## config.mk

```make
export PLATFORM = sky130hd
export DESIGN_NAME = up_bus_tap
export DESIGN_NICKNAME = d
export VERILOG_FILES = /design/src/rtl/up_bus_tap_pkg.sv /design/src/rtl/up_bus_tap_win.sv /design/src/rtl/up_bus_tap.sv
export SDC_FILE = /design/constraint.sdc
export NUM_CORES = 1
export LEC_CHECK = 0
export CAP_MARGIN = 15
export CORE_AREA = 4 4 257 259
export DETAILED_ROUTE_END_ITERATION = 10
export DIE_AREA = 0 0 261 263
export GPL_TIMING_DRIVEN = 0
export PLACE_DENSITY = 0.58
export SYNTH_ARGS = -nofsm -noshare
export SYNTH_HDL_FRONTEND = slang
export SYNTH_SLANG_ARGS = --single-unit
```

## constraint.sdc

```tcl
create_clock -name up_clk -period 3.6 [get_ports up_clk]
set_input_delay 0.72 -clock up_clk [delete_from_list [all_inputs] [get_ports up_clk]]
set_output_delay 0.72 -clock up_clk [all_outputs]
set_load 0.02 [all_outputs]
```

## src/rtl/up_bus_tap_pkg.sv

```systemverilog
// Shared types and record layout for the micro-processor bus tap.
// Record layout (LSB first): data[DW], 2'b00 + addr[AW-2], dir, optional timestamp[TS_W].
// Macro UP_BUS_TAP_TIMESTAMP_EN widens the record by TS_W bits at the top.
package up_bus_tap_pkg;

  localparam int TS_W = 16;

  typedef enum logic [1:0] {
    ST_IDLE  = 2'd0,
    ST_ARMED = 2'd1,
    ST_POST  = 2'd2,
    ST_DONE  = 2'd3
  } trig_state_e;

  localparam int REC_DATA_LSB = 0;

  function automatic int rec_addr_lsb(input int dw);
    return dw;
  endfunction

  function automatic int rec_dir_bit(input int aw, input int dw);
    return aw + dw;
  endfunction

  function automatic int rec_ts_lsb(input int aw, input int dw);
    return aw + dw + 1;
  endfunction

  function automatic int rec_w(input int aw, input int dw);
`ifdef UP_BUS_TAP_TIMESTAMP_EN
    return TS_W + 1 + aw + dw;
`else
    return 1 + aw + dw;
`endif
  endfunction

endpackage

```

## src/rtl/up_bus_tap_win.sv

```systemverilog
// Address window qualifier: hit in any inclusive window and in no exclusive window.
// Latency: combinational. Backpressure: none.
// Ports: addr (word address), incl/excl lo/hi flattened bound vectors, in_win result.
module up_bus_tap_win
  import up_bus_tap_pkg::*;
#(
  parameter int AW      = 16,
  parameter int NUM_WIN = 8
) (
  input  logic [AW-3:0]             addr,
  input  logic [NUM_WIN*(AW-2)-1:0] incl_lo,
  input  logic [NUM_WIN*(AW-2)-1:0] incl_hi,
  input  logic [NUM_WIN*(AW-2)-1:0] excl_lo,
  input  logic [NUM_WIN*(AW-2)-1:0] excl_hi,
  output logic                      in_win
);

  localparam int WA = AW - 2;

  logic incl_hit;
  logic excl_hit;

  // A window with lo > hi can never satisfy both bounds, so it is empty.
  always_comb begin
    incl_hit = 1'b0;
    excl_hit = 1'b0;
    for (int i = 0; i < NUM_WIN; i++) begin
      if ((incl_lo[i*WA +: WA] <= addr) && (addr <= incl_hi[i*WA +: WA]))
        incl_hit = 1'b1;
      if ((excl_lo[i*WA +: WA] <= addr) && (addr <= excl_hi[i*WA +: WA]))
        excl_hit = 1'b1;
    end
    in_win = incl_hit & ~excl_hit;
  end

endmodule

```

## src/rtl/up_bus_tap.sv

```systemverilog
// Passive tap on a uP bus: captures windowed accesses, optional address/data trigger with post count.
// Latency: record valid the cycle after the strobe-derived event (3 edges after strobe asserts).
// Backpressure: one-entry holding register; a new record while full and not accepted is dropped and counted.
// Ports: up_* bus inputs, incl/excl window bounds, trig_* trigger config, cap_valid/cap_ready/cap_data
// record stream, trig_state FSM state, drop_cnt saturating drop counter.
// Macro UP_BUS_TAP_TIMESTAMP_EN: prepend a free-running 16-bit cycle stamp to each record.
module up_bus_tap
  import up_bus_tap_pkg::*;
#(
  parameter int AW      = 16,
  parameter int DW      = 32,
  parameter int NUM_WIN = 8,
  parameter int PCNT_W  = 9
) (
  input  logic                      up_clk,
  input  logic                      up_rstn,
  input  logic                      up_csn,
  input  logic                      up_wbe,
  input  logic                      up_rbe,
  input  logic [AW-1:2]             up_addr,
  input  logic [DW-1:0]             up_data_io,
  input  logic [NUM_WIN*(AW-2)-1:0] incl_lo,
  input  logic [NUM_WIN*(AW-2)-1:0] incl_hi,
  input  logic [NUM_WIN*(AW-2)-1:0] excl_lo,
  input  logic [NUM_WIN*(AW-2)-1:0] excl_hi,
  input  logic                      trig_en,
  input  logic                      trig_arm,
  input  logic                      trig_dir,
  input  logic [AW-1:2]             trig_addr,
  input  logic [DW-1:0]             trig_data,
  input  logic [DW-1:0]             trig_dmask,
  input  logic [PCNT_W-1:0]         post_cnt,
  output logic                      cap_valid,
  input  logic                      cap_ready,
  output logic [rec_w(AW,DW)-1:0]   cap_data,
  output logic [1:0]                trig_state,
  output logic [15:0]               drop_cnt
);

  localparam int REC_W    = rec_w(AW, DW);
  localparam int ADDR_LSB = rec_addr_lsb(DW);
  localparam int DIR_BIT  = rec_dir_bit(AW, DW);

  // Strobe history; the event fires one cycle after the active level has
  // been seen twice, giving the bus time to settle before sampling.
  logic d1, d2, d3;
  logic strb_n;
  logic evt;

  assign strb_n = up_csn | (up_wbe & up_rbe);
  assign evt    = ~d2 & d3;

  always_ff @(posedge up_clk or negedge up_rstn) begin
    if (!up_rstn) begin
      d1 <= 1'b1;
      d2 <= 1'b1;
      d3 <= 1'b1;
    end else begin
      d1 <= strb_n;
      d2 <= d1;
      d3 <= d2;
    end
  end

  logic in_win;

  up_bus_tap_win #(
    .AW      (AW),
    .NUM_WIN (NUM_WIN)
  ) u_win (
    .addr    (up_addr),
    .incl_lo (incl_lo),
    .incl_hi (incl_hi),
    .excl_lo (excl_lo),
    .excl_hi (excl_hi),
    .in_win  (in_win)
  );

  logic dir;
  logic match;

  assign dir   = ~up_wbe;
  assign match = in_win && (dir == trig_dir) && (up_addr == trig_addr) &&
                 (((up_data_io ^ trig_data) & trig_dmask) == '0);

  trig_state_e       state;
  logic [PCNT_W-1:0] cnt;
  logic              qual;

  assign trig_state = state;

  always_comb begin
    qual = 1'b0;
    case (state)
      ST_IDLE:  qual = evt & in_win & ~trig_en;
      ST_ARMED: qual = evt & match;
      ST_POST:  qual = evt & in_win;
      default:  qual = 1'b0;
    endcase
  end

`ifdef UP_BUS_TAP_TIMESTAMP_EN
  logic [TS_W-1:0] ts;

  always_ff @(posedge up_clk or negedge up_rstn) begin
    if (!up_rstn) ts <= '0;
    else          ts <= ts + TS_W'(1);
  end
`endif

  logic [REC_W-1:0] rec;

  always_comb begin
    rec = '0;
    rec[REC_DATA_LSB +: DW] = up_data_io;
    rec[ADDR_LSB +: AW]     = {up_addr, 2'b00};
    rec[DIR_BIT]            = dir;
`ifdef UP_BUS_TAP_TIMESTAMP_EN
    rec[rec_ts_lsb(AW, DW) +: TS_W] = ts;
`endif
  end

  // Trigger FSM. trig_en low overrides everything, including an arm pulse.
  // In POST every in-window event consumes a count whether or not it was
  // accepted downstream, so the capture window is fixed in bus time.
  always_ff @(posedge up_clk or negedge up_rstn) begin
    if (!up_rstn) begin
      state <= ST_IDLE;
      cnt   <= '0;
    end else if (!trig_en) begin
      state <= ST_IDLE;
      cnt   <= '0;
    end else begin
      case (state)
        ST_IDLE, ST_DONE: begin
          if (trig_arm) state <= ST_ARMED;
        end
        ST_ARMED: begin
          if (evt && match) begin
            cnt   <= post_cnt;
            state <= (post_cnt == '0) ? ST_DONE : ST_POST;
          end
        end
        ST_POST: begin
          if (evt && in_win) begin
            cnt <= (cnt == '0) ? '0 : cnt - PCNT_W'(1);
            if (cnt <= PCNT_W'(1)) state <= ST_DONE;
          end
        end
        default: state <= ST_IDLE;
      endcase
    end
  end

  // Single holding register; a handshake in the same cycle frees the slot
  // for the incoming record, so that case is not a drop.
  always_ff @(posedge up_clk or negedge up_rstn) begin
    if (!up_rstn) begin
      cap_valid <= 1'b0;
      cap_data  <= '0;
      drop_cnt  <= '0;
    end else if (qual) begin
      if (!cap_valid || cap_ready) begin
        cap_valid <= 1'b1;
        cap_data  <= rec;
      end else if (drop_cnt != 16'hFFFF) begin
        drop_cnt <= drop_cnt + 16'd1;
      end
    end else if (cap_ready) begin
      cap_valid <= 1'b0;
    end
  end

endmodule

```

==> reports/results.tsv <==
metric	value	unit
status	finished, violations left	
violations	negative setup slack	
gp_congestion	0.932	
synth_edf_count	0	
start_util	22.8	%
crit_fanout	14	
multi_input_area	12700	µm²
vias	16945	
ir_worst_vdd	0.000177	V
p_sw_share	37.6	%
synth-seq-area-share	13.4	%
required	3850	ps
finalInstanceArea	25500	µm²
cts_max_level	3	
cts_hold_buf	0	
grt_max_degree	68	
fp.coreArea	63900	µm²
synth_adder_area_share	39.0	%
grt_first_pass_wirelength	114000	µm
cts_root_buf	clkbuf_16	
syn_area	14600	µm²
ys_types	67	
post_dp_cell_area	22300	µm²
worstSkewPairLatency	350	ps
end_kind	flop	
hold_viol_final	0	
synthTopCellsByCount	ha_1 (455), inv_1 (284), a21oi_1 (161)	
numCtsBuffers	9	
pwr-share-comb	59.9	%
grtUsageTotal	22.3	%
period_needed	3700	ps
critical_path_class	in2reg	
synth.mux.area_fraction	2.83	%
intPower	3.17	mW
setup_viol	32	
finClkSkew	11.2	ps
synthTopCellsByArea	ha_1 (39%), dfrtp_1 (13%), inv_1 (7.3%)	
cp-start-kind	input pin	
ys.flop_type	dfrtp_1	
cts.clk_slew.worst_paths	70	ps
fillers	6202	
cts_tree	built	
crit_arrival	3950	ps
grt_setup_unrepaired	true	
synth_top_cell_by_area	ha_1	
synthXorXnorAreaFrac	3.66	%
seqCellArea	1960	µm²
synth_top_family_by_area	adder cells	
whs	210	ps
post-route-drc-count	0	
synth-seq-cells	78	
seq_power_share	20.1	%
dieArea	68600	µm²
worstMarginPinSlew	935	ps
die_y	263	µm
drive_above_1_share	14.0	%
io_pins	658	
leakagePower	12.0	nW
synth_top_area_share	39.0	%
cts_sinks	78	
totalWireLength	81800	µm
row_count	93	
fin_crit_sh	103	%
antenna_found_initial	25	
syn_area_per_cell	8.22	µm²
layout.nets	3609	
drt-initial-drc-count	810	
hp-class	in2async	
powerDensity	199	nW/µm²
synth_most_common_cell	ha_1	
p_switching	1.91	mW
slew_headroom	37.0	%
yosys_warnings	0	
grt_pass1_vias	17800	
worst_slack	-95.9	ps
ant_nets	0	
die_w	261	µm
max-cap-violations	0	
via_per_inst	4.93	
area_growth	74.8	%
global_route.overflow_total	0	
synth_compound_area_share	18.6	%
post-place-ws	-2830	ps
slew_viol_final	0	
clock.fmax	0.271	GHz
io_buffer_count	654	
syn-instance-count	1774	
drtPass1Iterations	5	
synthArstFlopShare	100	%
final_util	39.9	%
wl_per_cell	23.8	µm
clock_path_buffers	2	
hpwl	62900	µm
yosys.area_share.simple	14.7	%
p_clk_share	20.0	%
-- metal layers --
layer | GRT usage [%] | vias to the layer above | share of wire (%)
met5 | 0 | - | 0.19
met4 | 6.25 | 22 | 2.7
met3 | 4.48 | 137 | 6.9
met2 | 40.9 | 651 | 50
met1 | 26.3 | 8033 | 40
li1 | - | 8102 | -
-- final cells by class --
type,count,share of cell area (%)
timing repair buffer,778,32.0
antenna,11,0.108
clock buffer,10,0.898
clock inverter,6,0.363
multi-input combinational,1399,49.8
tap,855,4.20
inverter,284,4.39
sequential,78,7.67
buffer,14,0.589
-- what timing repair did --
item                                   CTS  global route
buffers inserted                        88            29
setup endpoints to repair               75            73
pin swaps                               32            64
cloned                                   1             3
resized for setup                      207           179
endpoints found under the hold margin    0             0
-- stage by stage --
step / TNS [ps] / instances / total power [mW]
after global routing: -6320 / 3430 / 5.42
after detailed placement: -196650 / 3289 / 3.65
after global placement: -423210 / 3284 / 3.56
after floorplan: 0 / 1775 / 2.21
final: -763 / 3435 / 5.07
after CTS: -1950 / 3394 / 4.92
-- worst paths after layout --
check                               from             to  slack (ps)  depth (start not counted)
setup reg to reg           trig_state[0]   drop_cnt[14]        1150                         10
hold / removal                   up_rstn    cap_data[2]         210                          1
max in group asynchronous        up_rstn             d2        2740                          2
min in group up_clk                   d1             d2         360                          0
hold reg to reg                       d1             d2         360                          0
setup / recovery             up_addr[11]  trig_state[0]        -100                         15
-- power by group through the flow --
stage	sequential [mW]	combinational, mW	clock (mW)
after floorplan	1.13	1.08	0
after global placement	1.03	2.52	0
after detailed placement	1.03	2.61	0
after CTS	1.02	2.87	1.03
after global routing	1.03	3.33	1.06
final	1.02	3.04	1.02
-- state kept, by name (all words and copies together) (netlist names) --
name        cells
d2              1
d1              1
drop_cnt       16
cnt             9
trig_state      2
cap_valid       1
cap_data       47
d3              1
-- critical path: stages --
cell and delay, ps:
buf_16 110, buf_4 250, buf_6 210, ha_1 300, and3_1 140, nand4_1 130
or3_4 420, a32oi_4 220, a2111oi_4 110, a211oi_4 300, buf_12 160, buf_8 110
a31oi_4 80, or4b_4 530, o211a_1 130
-- logic make-up (layout without fill, tap and decap cells) --
kind of cell    after synthesis  after routing
fa+ha+maj                   455            455
simple gates                425            425
compound gates              419            419
buf+inv                     298           1092
flops                        78             78
xor+xnor                     61             61
mux                          37             37
other cells                   1             13
-- placed cells by master (no fill, tap or decap), drive strengths merged, types with 15 or more instances in the layout --
cell type and instances:
clkbuf 17, nand4 78, mux2 34, nor2 58, a21oi 161, nand2b 23
nand2 121, xor2 57, clkinvlp 16, a22oi 16, a211oi 24, o21ai 65
dfrtp 75, a2111oi 15, clkdlybuf4s50 622, nor4 20, a21o 33, ha 455
inv 272, nor3 18, nand3 64, buf 146
Note: power is estimated with default switching activity, not from simulation.
